--- config.mk ---
export PLATFORM = sky130hd
export DESIGN_NAME = operand_stack
export DESIGN_NICKNAME = d
export VERILOG_FILES = /design/src/rtl/stack_pkg.sv /design/src/rtl/stack_regfile.sv /design/src/rtl/operand_stack.sv
export SDC_FILE = /design/constraint.sdc
export NUM_CORES = 2
export LEC_CHECK = 0
export CORE_ASPECT_RATIO = 1.1
export CORE_MARGIN = 1.5
export CORE_UTILIZATION = 61
export DETAILED_ROUTE_END_ITERATION = 6
export PLACE_DENSITY_LB_ADDON = 0.15
export SYNTH_ARGS = -nofsm -noshare
export SYNTH_HDL_FRONTEND = slang
export SYNTH_SLANG_ARGS = --single-unit
--- constraint.sdc ---
create_clock -name clk -period 12.45 [get_ports clk]
set_clock_uncertainty 0.1 [all_clocks]
set_input_delay 1.245 -clock clk [delete_from_list [all_inputs] [get_ports clk]]
set_output_delay 1.245 -clock clk [all_outputs]
set_load 0.01 [all_outputs]
--- src/rtl/stack_pkg.sv ---
// ============================================================================
//  Module      : stack_pkg
//  Description : Shared types and constants for the WebAssembly operand stack:
//                op encodings, sticky trap codes and value type tags.
//  Revision    : 1.0 - initial release
// ============================================================================
`default_nettype none

package stack_pkg;

    typedef enum logic [2:0] {
        OP_NOP    = 3'd0,
        OP_PUSH   = 3'd1,
        OP_POP1   = 3'd2,
        OP_POP2   = 3'd3,
        OP_UNARY  = 3'd4,
        OP_BINARY = 3'd5,
        OP_SELECT = 3'd6,
        OP_DROPN  = 3'd7
    } stack_op_t;

    localparam logic [3:0] TRAP_NONE      = 4'd0;
    localparam logic [3:0] TRAP_OVERFLOW  = 4'd1;
    localparam logic [3:0] TRAP_UNDERFLOW = 4'd2;
    localparam logic [3:0] TRAP_BADOP     = 4'd3;

    localparam logic [1:0] TYPE_I32 = 2'd0;
    localparam logic [1:0] TYPE_I64 = 2'd1;
    localparam logic [1:0] TYPE_F32 = 2'd2;
    localparam logic [1:0] TYPE_F64 = 2'd3;

    // Entries consumed by ops with a fixed operand count; DROPN takes op_n instead.
    function automatic logic [1:0] op_fixed_pops(input stack_op_t op);
        case (op)
            OP_POP1, OP_UNARY:   return 2'd1;
            OP_POP2, OP_BINARY:  return 2'd2;
            OP_SELECT:           return 2'd3;
            default:             return 2'd0;
        endcase
    endfunction

    // True for ops that leave a freshly written value on top.
    function automatic logic op_pushes(input stack_op_t op);
        case (op)
            OP_PUSH, OP_UNARY, OP_BINARY, OP_SELECT: return 1'b1;
            default:                                 return 1'b0;
        endcase
    endfunction

endpackage

`default_nettype wire

--- src/rtl/stack_regfile.sv ---
// ============================================================================
//  Module      : stack_regfile
//  Description : Operand stack storage, one write port and two asynchronous
//                read ports; contents are deliberately not reset.
//  Revision    : 1.0 - initial release
// ============================================================================
`default_nettype none

module stack_regfile #(
    parameter int DW       = 64,
    parameter int DEPTH_LG = 4,
    parameter int TW       = 2
) (
    input  logic                 clk,
    input  logic                 we,
    input  logic [DEPTH_LG-1:0]  waddr,
    input  logic [DW+TW-1:0]     wdata,
    input  logic [DEPTH_LG-1:0]  raddr0,
    input  logic [DEPTH_LG-1:0]  raddr1,
    output logic [DW+TW-1:0]     rdata0,
    output logic [DW+TW-1:0]     rdata1
);

    localparam int DEPTH = 2 ** DEPTH_LG;

    logic [DW+TW-1:0] r_mem [DEPTH];

    always_ff @(posedge clk) begin
        if (we) begin
            r_mem[waddr] <= wdata;
        end
    end

    assign rdata0 = r_mem[raddr0];
    assign rdata1 = r_mem[raddr1];

endmodule

`default_nettype wire

--- src/rtl/operand_stack.sv ---
// ============================================================================
//  Module      : operand_stack
//  Description : Typed WebAssembly operand stack executing one push/pop/
//                rewrite/drop-N op per clock, with sticky trap reporting.
//  Revision    : 1.0 - initial release
// ============================================================================
`default_nettype none

module operand_stack
    import stack_pkg::*;
#(
    parameter int DW       = 64,
    parameter int DEPTH_LG = 4,
    parameter int TW       = 2
) (
    input  logic                 clk,
    input  logic                 reset,
    input  logic                 op_valid,
    input  stack_op_t            op,
    input  logic [DEPTH_LG:0]    op_n,
    input  logic [DW-1:0]        in_data,
    input  logic [TW-1:0]        in_type,
    output logic [DW-1:0]        top0_data,
    output logic [TW-1:0]        top0_type,
    output logic [DW-1:0]        top1_data,
    output logic [TW-1:0]        top1_type,
    output logic [DEPTH_LG:0]    count,
    output logic [DW-1:0]        result,
    output logic                 result_empty,
    output logic [3:0]           trap
);

    localparam int              CW      = DEPTH_LG + 1;
    localparam logic [CW-1:0]   c_depth = CW'(2 ** DEPTH_LG);

    logic [CW-1:0]        r_count;
    logic [3:0]           r_trap;

    logic [CW-1:0]        w_need;
    logic                 w_push;
    logic                 w_bad;
    logic                 w_overflow;
    logic                 w_underflow;
    logic [3:0]           w_fault;
    logic                 w_accept;
    logic                 w_commit;
    logic [CW-1:0]        w_next;
    logic                 w_we;
    logic [DEPTH_LG-1:0]  w_waddr;
    logic [DEPTH_LG-1:0]  w_raddr0;
    logic [DEPTH_LG-1:0]  w_raddr1;
    logic [DW+TW-1:0]     w_rdata0;
    logic [DW+TW-1:0]     w_rdata1;

    // ------------------------------------------------------------------
    // Op decode and bounds check
    // ------------------------------------------------------------------
    always_comb begin
        w_need = (op == OP_DROPN) ? op_n : CW'(op_fixed_pops(op));
        w_push = op_pushes(op);
        w_bad  = 1'b0;
        case (op)
            OP_NOP, OP_PUSH, OP_POP1, OP_POP2,
            OP_UNARY, OP_BINARY, OP_SELECT, OP_DROPN: w_bad = 1'b0;
            default:                                  w_bad = 1'b1;
        endcase
    end

    // Only a pure push grows the stack, so it is the only overflow source.
    assign w_overflow  = (op == OP_PUSH) && (r_count == c_depth);
    assign w_underflow = (w_need > r_count);

    always_comb begin
        w_fault = TRAP_NONE;
        if (w_bad) begin
            w_fault = TRAP_BADOP;
        end else if (w_underflow) begin
            w_fault = TRAP_UNDERFLOW;
        end else if (w_overflow) begin
            w_fault = TRAP_OVERFLOW;
        end
    end

    assign w_accept = op_valid && (r_trap == TRAP_NONE);
    assign w_commit = w_accept && (w_fault == TRAP_NONE);
    assign w_next   = r_count - w_need + (w_push ? CW'(1) : CW'(0));

    // ------------------------------------------------------------------
    // Count and sticky trap registers
    // ------------------------------------------------------------------
    always_ff @(posedge clk or negedge reset) begin
        if (!reset) begin
            r_count <= '0;
            r_trap  <= TRAP_NONE;
        end else if (w_accept) begin
            if (w_fault != TRAP_NONE) begin
                r_trap <= w_fault;
            end else begin
                r_count <= w_next;
            end
        end
    end

    // ------------------------------------------------------------------
    // Storage: the new top slot is always next_count-1
    // ------------------------------------------------------------------
    assign w_we     = w_commit && w_push;
    assign w_waddr  = DEPTH_LG'(w_next - CW'(1));
    assign w_raddr0 = DEPTH_LG'(r_count - CW'(1));
    assign w_raddr1 = DEPTH_LG'(r_count - CW'(2));

    stack_regfile #(
        .DW       (DW),
        .DEPTH_LG (DEPTH_LG),
        .TW       (TW)
    ) u_regfile (
        .clk    (clk),
        .we     (w_we),
        .waddr  (w_waddr),
        .wdata  ({in_type, in_data}),
        .raddr0 (w_raddr0),
        .raddr1 (w_raddr1),
        .rdata0 (w_rdata0),
        .rdata1 (w_rdata1)
    );

    // Unoccupied slots read as zero so stale storage never leaks out.
    assign top0_data    = (r_count != '0)       ? w_rdata0[DW-1:0]   : '0;
    assign top0_type    = (r_count != '0)       ? w_rdata0[DW +: TW] : '0;
    assign top1_data    = (r_count >= CW'(2))   ? w_rdata1[DW-1:0]   : '0;
    assign top1_type    = (r_count >= CW'(2))   ? w_rdata1[DW +: TW] : '0;
    assign count        = r_count;
    assign result       = top0_data;
    assign result_empty = (r_count == '0);
    assign trap         = r_trap;

endmodule

`default_nettype wire

==> run summary <==
* status: complete, no violations
* P_sw: 6.04 mW
* Clk network pwr share: 18.1%
* power density over cell area: 294 nW/um2
* class of the tightest hold or removal check: reg -> reg
* maximum clock rate: 0.132 GHz
* port bufs: 280
* post-layout utilization of the core: 69.8%
* total vias in the final route: 26,800
* Worst Path Arrival: 6.23 ns
* crit path capture type: primary output
* average wire per standard cell: 33.1 um
* largest cells by area after synthesis: sky130_fd_sc_hd__edfxtp_1, sky130_fd_sc_hd__mux4_2, sky130_fd_sc_hd__mux2i_1
* most used flip-flop cell after synthesis: sky130_fd_sc_hd__edfxtp_1
* cell at the root of the clock tree: sky130_fd_sc_hd__clkbuf_16
* placed standard-cell area: 52,900 um2
* Worst Setup Slack, final: 4.87 ns
* post-synthesis sequential area ratio: 64.4%
* critical setup path kind: reg -> out
* share of Yosys cell area claimed by the top area cell type: 64.0%
* Post-layout nets: 2,678
* clock-pin slew on the worst setup and hold paths: 0.06 ns
* hold-fix buffers at CTS: 0
* Req. time, crit path: 11.10 ns
* number of antenna-violating nets in the routed design: 0
* number of enable-type register cells in the synthesized netlist: 1,056
* maximum clock insertion buffer count: 3
* pre-CTS WS: 5.45 ns
* Post CTS Setup Buffer Count: 0
* max-slew violation count: 0
* kind of launch point of the worst setup path: flop
* proportion of total power due to net switching: 36.7%
* share of post-route cells with drive strength above 1: 28.6%
* Yosys top cell by area: sky130_fd_sc_hd__edfxtp_1
* Non-Filler Cell Area, Final: 56,100 um2
* period utilization: 60.9%
* area of the core: 80,300 um2
* final weighted congestion in routability-driven placement: 0.827
* setup TNS: 0 ns
* TritonCTS buffer count: 103
* max-cap viol count: 0
* synthesized instance count: 2,382
* Int Power: 10.4 mW
* transition time at the pin with the least slew margin: 1.22 ns
* number of violations reported at the end of detailed-routing iteration 0: 3,401
* number of sinks on the clock net: 1,063
* layout-stage area growth over the synthesis result: 13.3%
* width of the die: 275 um
* layout filler cell count: 4,844
* via density per instance: 7.21
* Post-Syn Area: 49,500 um2
* Std-Cell Rows: 109
* # resized after CTS: 0
* sequential power share: 24.8%
* largest net degree at the start of global routing: 71
* combinational cell fraction of total power: 57.0%
* Detailed Route WL: 123 mm
* CTS H-tree lvls: 3
* IR Drop Worst-Case VDD: 0.304 mV
* latest clock arrival within the worst-skew pair: 0.66 ns
* total DRC errors in the routed layout: 0
* global-route wire length before repair: 181 mm
* all-layer global routing usage: 30.2%
* mean area per synthesized cell: 20.8 um2
* flops & latches, synth: 1,063
* via count of the first global-routing pass: 27,700
* IO Pins: 283
* GR Overflow Total: 0
* number of failing hold endpoints at the final stage: 0
* initial antenna violation count: 7
* setup repair after global routing missed its margin: false
* Max transition margin: 18.5%
* final setup vio count: 0
* router iterations before antenna repair: 5
* die outline height: 302 um
* proportion of synthesized flip-flops having asynchronous set or reset: 0.659%
* Min Clock Period, post-route: 7.58 ns
* die footprint: 82,900 um2
* Syn. warnings: 0
* count of distinct cell types in the synthesized netlist: 45
* cell with the most instances after synthesis: sky130_fd_sc_hd__edfxtp_1
* starting density of the core: 61.6%
* CTS tree: done
* DP HPWL: 67.6 mm
* most common library cells after synthesis: sky130_fd_sc_hd__edfxtp_1, sky130_fd_sc_hd__mux4_2, sky130_fd_sc_hd__mux2i_1
* critical path peak fanout: 54
* leakage power: 18.0 nW
power groups by stage:
stage / clock [mW] / sequential, mW / combinational, mW
after global routing: 3.16 / 4.10 / 9.91
after global placement: 0 / 4.16 / 9.31
final: 2.99 / 4.09 / 9.40
after CTS: 3.02 / 4.09 / 9.44
after floorplan: 0 / 4.10 / 6.30
after detailed placement: 0 / 4.16 / 9.38
cell type report:
cell class	count	area, um2	share of cell area [%]
flip-flops and latches	1063	31900	56.9
multi-input cells	1061	16400	29.2
repair buffers	339	3250	5.79
clock buffers	139	2820	5.02
well taps	1054	1320	2.35
clock inverters	50	389	0.694
inverters	14	52.6	0.0937
diodes	3	7.51	0.0134
metal layers:
layer | up-vias | routed length [um] | global-route usage (%) | part of all wire (%)
li1 | 10700 | - | - | -
met4 | 10 | 3440 | 9.45 | 2.8
met1 | 14300 | 46700 | 42.9 | 38
met5 | - | 63 | 0 | 0.051
met2 | 1564 | 61900 | 48.9 | 50
met3 | 230 | 11200 | 5.25 | 9.1
worst max-delay path, cell delays in order (launching register included):
cell and delay [ns]:
sky130_fd_sc_hd__dfrtp_4 0.89, sky130_fd_sc_hd__inv_1 0.34, sky130_fd_sc_hd__ha_4 1.11, sky130_fd_sc_hd__buf_4 0.90
sky130_fd_sc_hd__buf_4 0.67, sky130_fd_sc_hd__mux4_2 0.61, sky130_fd_sc_hd__mux2i_1 0.17, sky130_fd_sc_hd__o22ai_1 0.19
sky130_fd_sc_hd__clkdlybuf4s50_1 0.56
through the flow:
| step | cells | total power, mW | hold slack [ns] |
|---|---|---|---|
| finish | 3723 | 16.5 | 0.416 |
| floorplan | 2383 | 10.4 | 0.422 |
| global route | 3722 | 17.2 | 0.451 |
| detailed placement | 3531 | 13.5 | 0.405 |
| global placement | 3531 | 13.5 | 0.376 |
| CTS | 3720 | 16.6 | 0.416 |
cell usage in the layout, fill, tap and decap left out, drive strengths merged, types with 2 or more instances in the layout:
| cell type | count |
|---|---|
| edfxtp | 1056 |
| mux4 | 519 |
| clkdlybuf4s50 | 280 |
| mux2i | 246 |
| clkbuf | 139 |
| o22ai | 131 |
| buf | 59 |
| clkinv | 41 |
| nor2 | 30 |
| mux2 | 22 |
| a21oi | 18 |
| ha | 18 |
| inv | 16 |
| o21ai | 12 |
| nand2 | 11 |
| a32oi | 10 |
| dfrtp | 7 |
| bufinv | 6 |
| nand3 | 5 |
| xnor2 | 5 |
| nand2b | 4 |
| diode | 3 |
| nor2b | 3 |
| a21o | 3 |
| and3 | 2 |
| or2 | 2 |
| nor3 | 2 |
| xor2 | 2 |
| nor3b | 2 |
| conb | 2 |
| o21a | 2 |
kinds of logic (layout without fill, tap and decap cells):
kind of cell	after synthesis	in the layout	synth area share [%]
flops	1063	1063	64.4
mux	787	787	29.1
buf+inv	259	542	2.93
compound gates	179	179	2.29
simple gates	66	66	0.634
fa+ha+maj	20	20	0.516
xor+xnor	7	7	0.139
other cells	1	5	0.00757
flip-flops by register name, summed over array words and instances (netlist names):
| name | cells |
|---|---|
| u_regfile.r_mem | 1056 |
| count | 5 |
| trap | 2 |
path summary, 6_finish.rpt:
kind	start	to	slack, ns	depth (start not counted)
max in group asynchronous	reset	count[1]$_DFFE_PN0P_	11.10	1
worst min-delay path	trap[1]$_DFFE_PN0P_	trap[1]$_DFFE_PN0P_	0.42	1
worst min register to register	trap[1]$_DFFE_PN0P_	trap[1]$_DFFE_PN0P_	0.42	1
worst max register to register	count[1]$_DFFE_PN0P_	u_regfile.r_mem[7][27]$_DFFE_PP_	6.68	9
worst max-delay path	count[1]$_DFFE_PN0P_	top0_data[29]	4.87	8
min in group asynchronous	reset	count[2]$_DFFE_PN0P_	0.79	1
No activity file was read; power rests on OpenSTA's default activity.
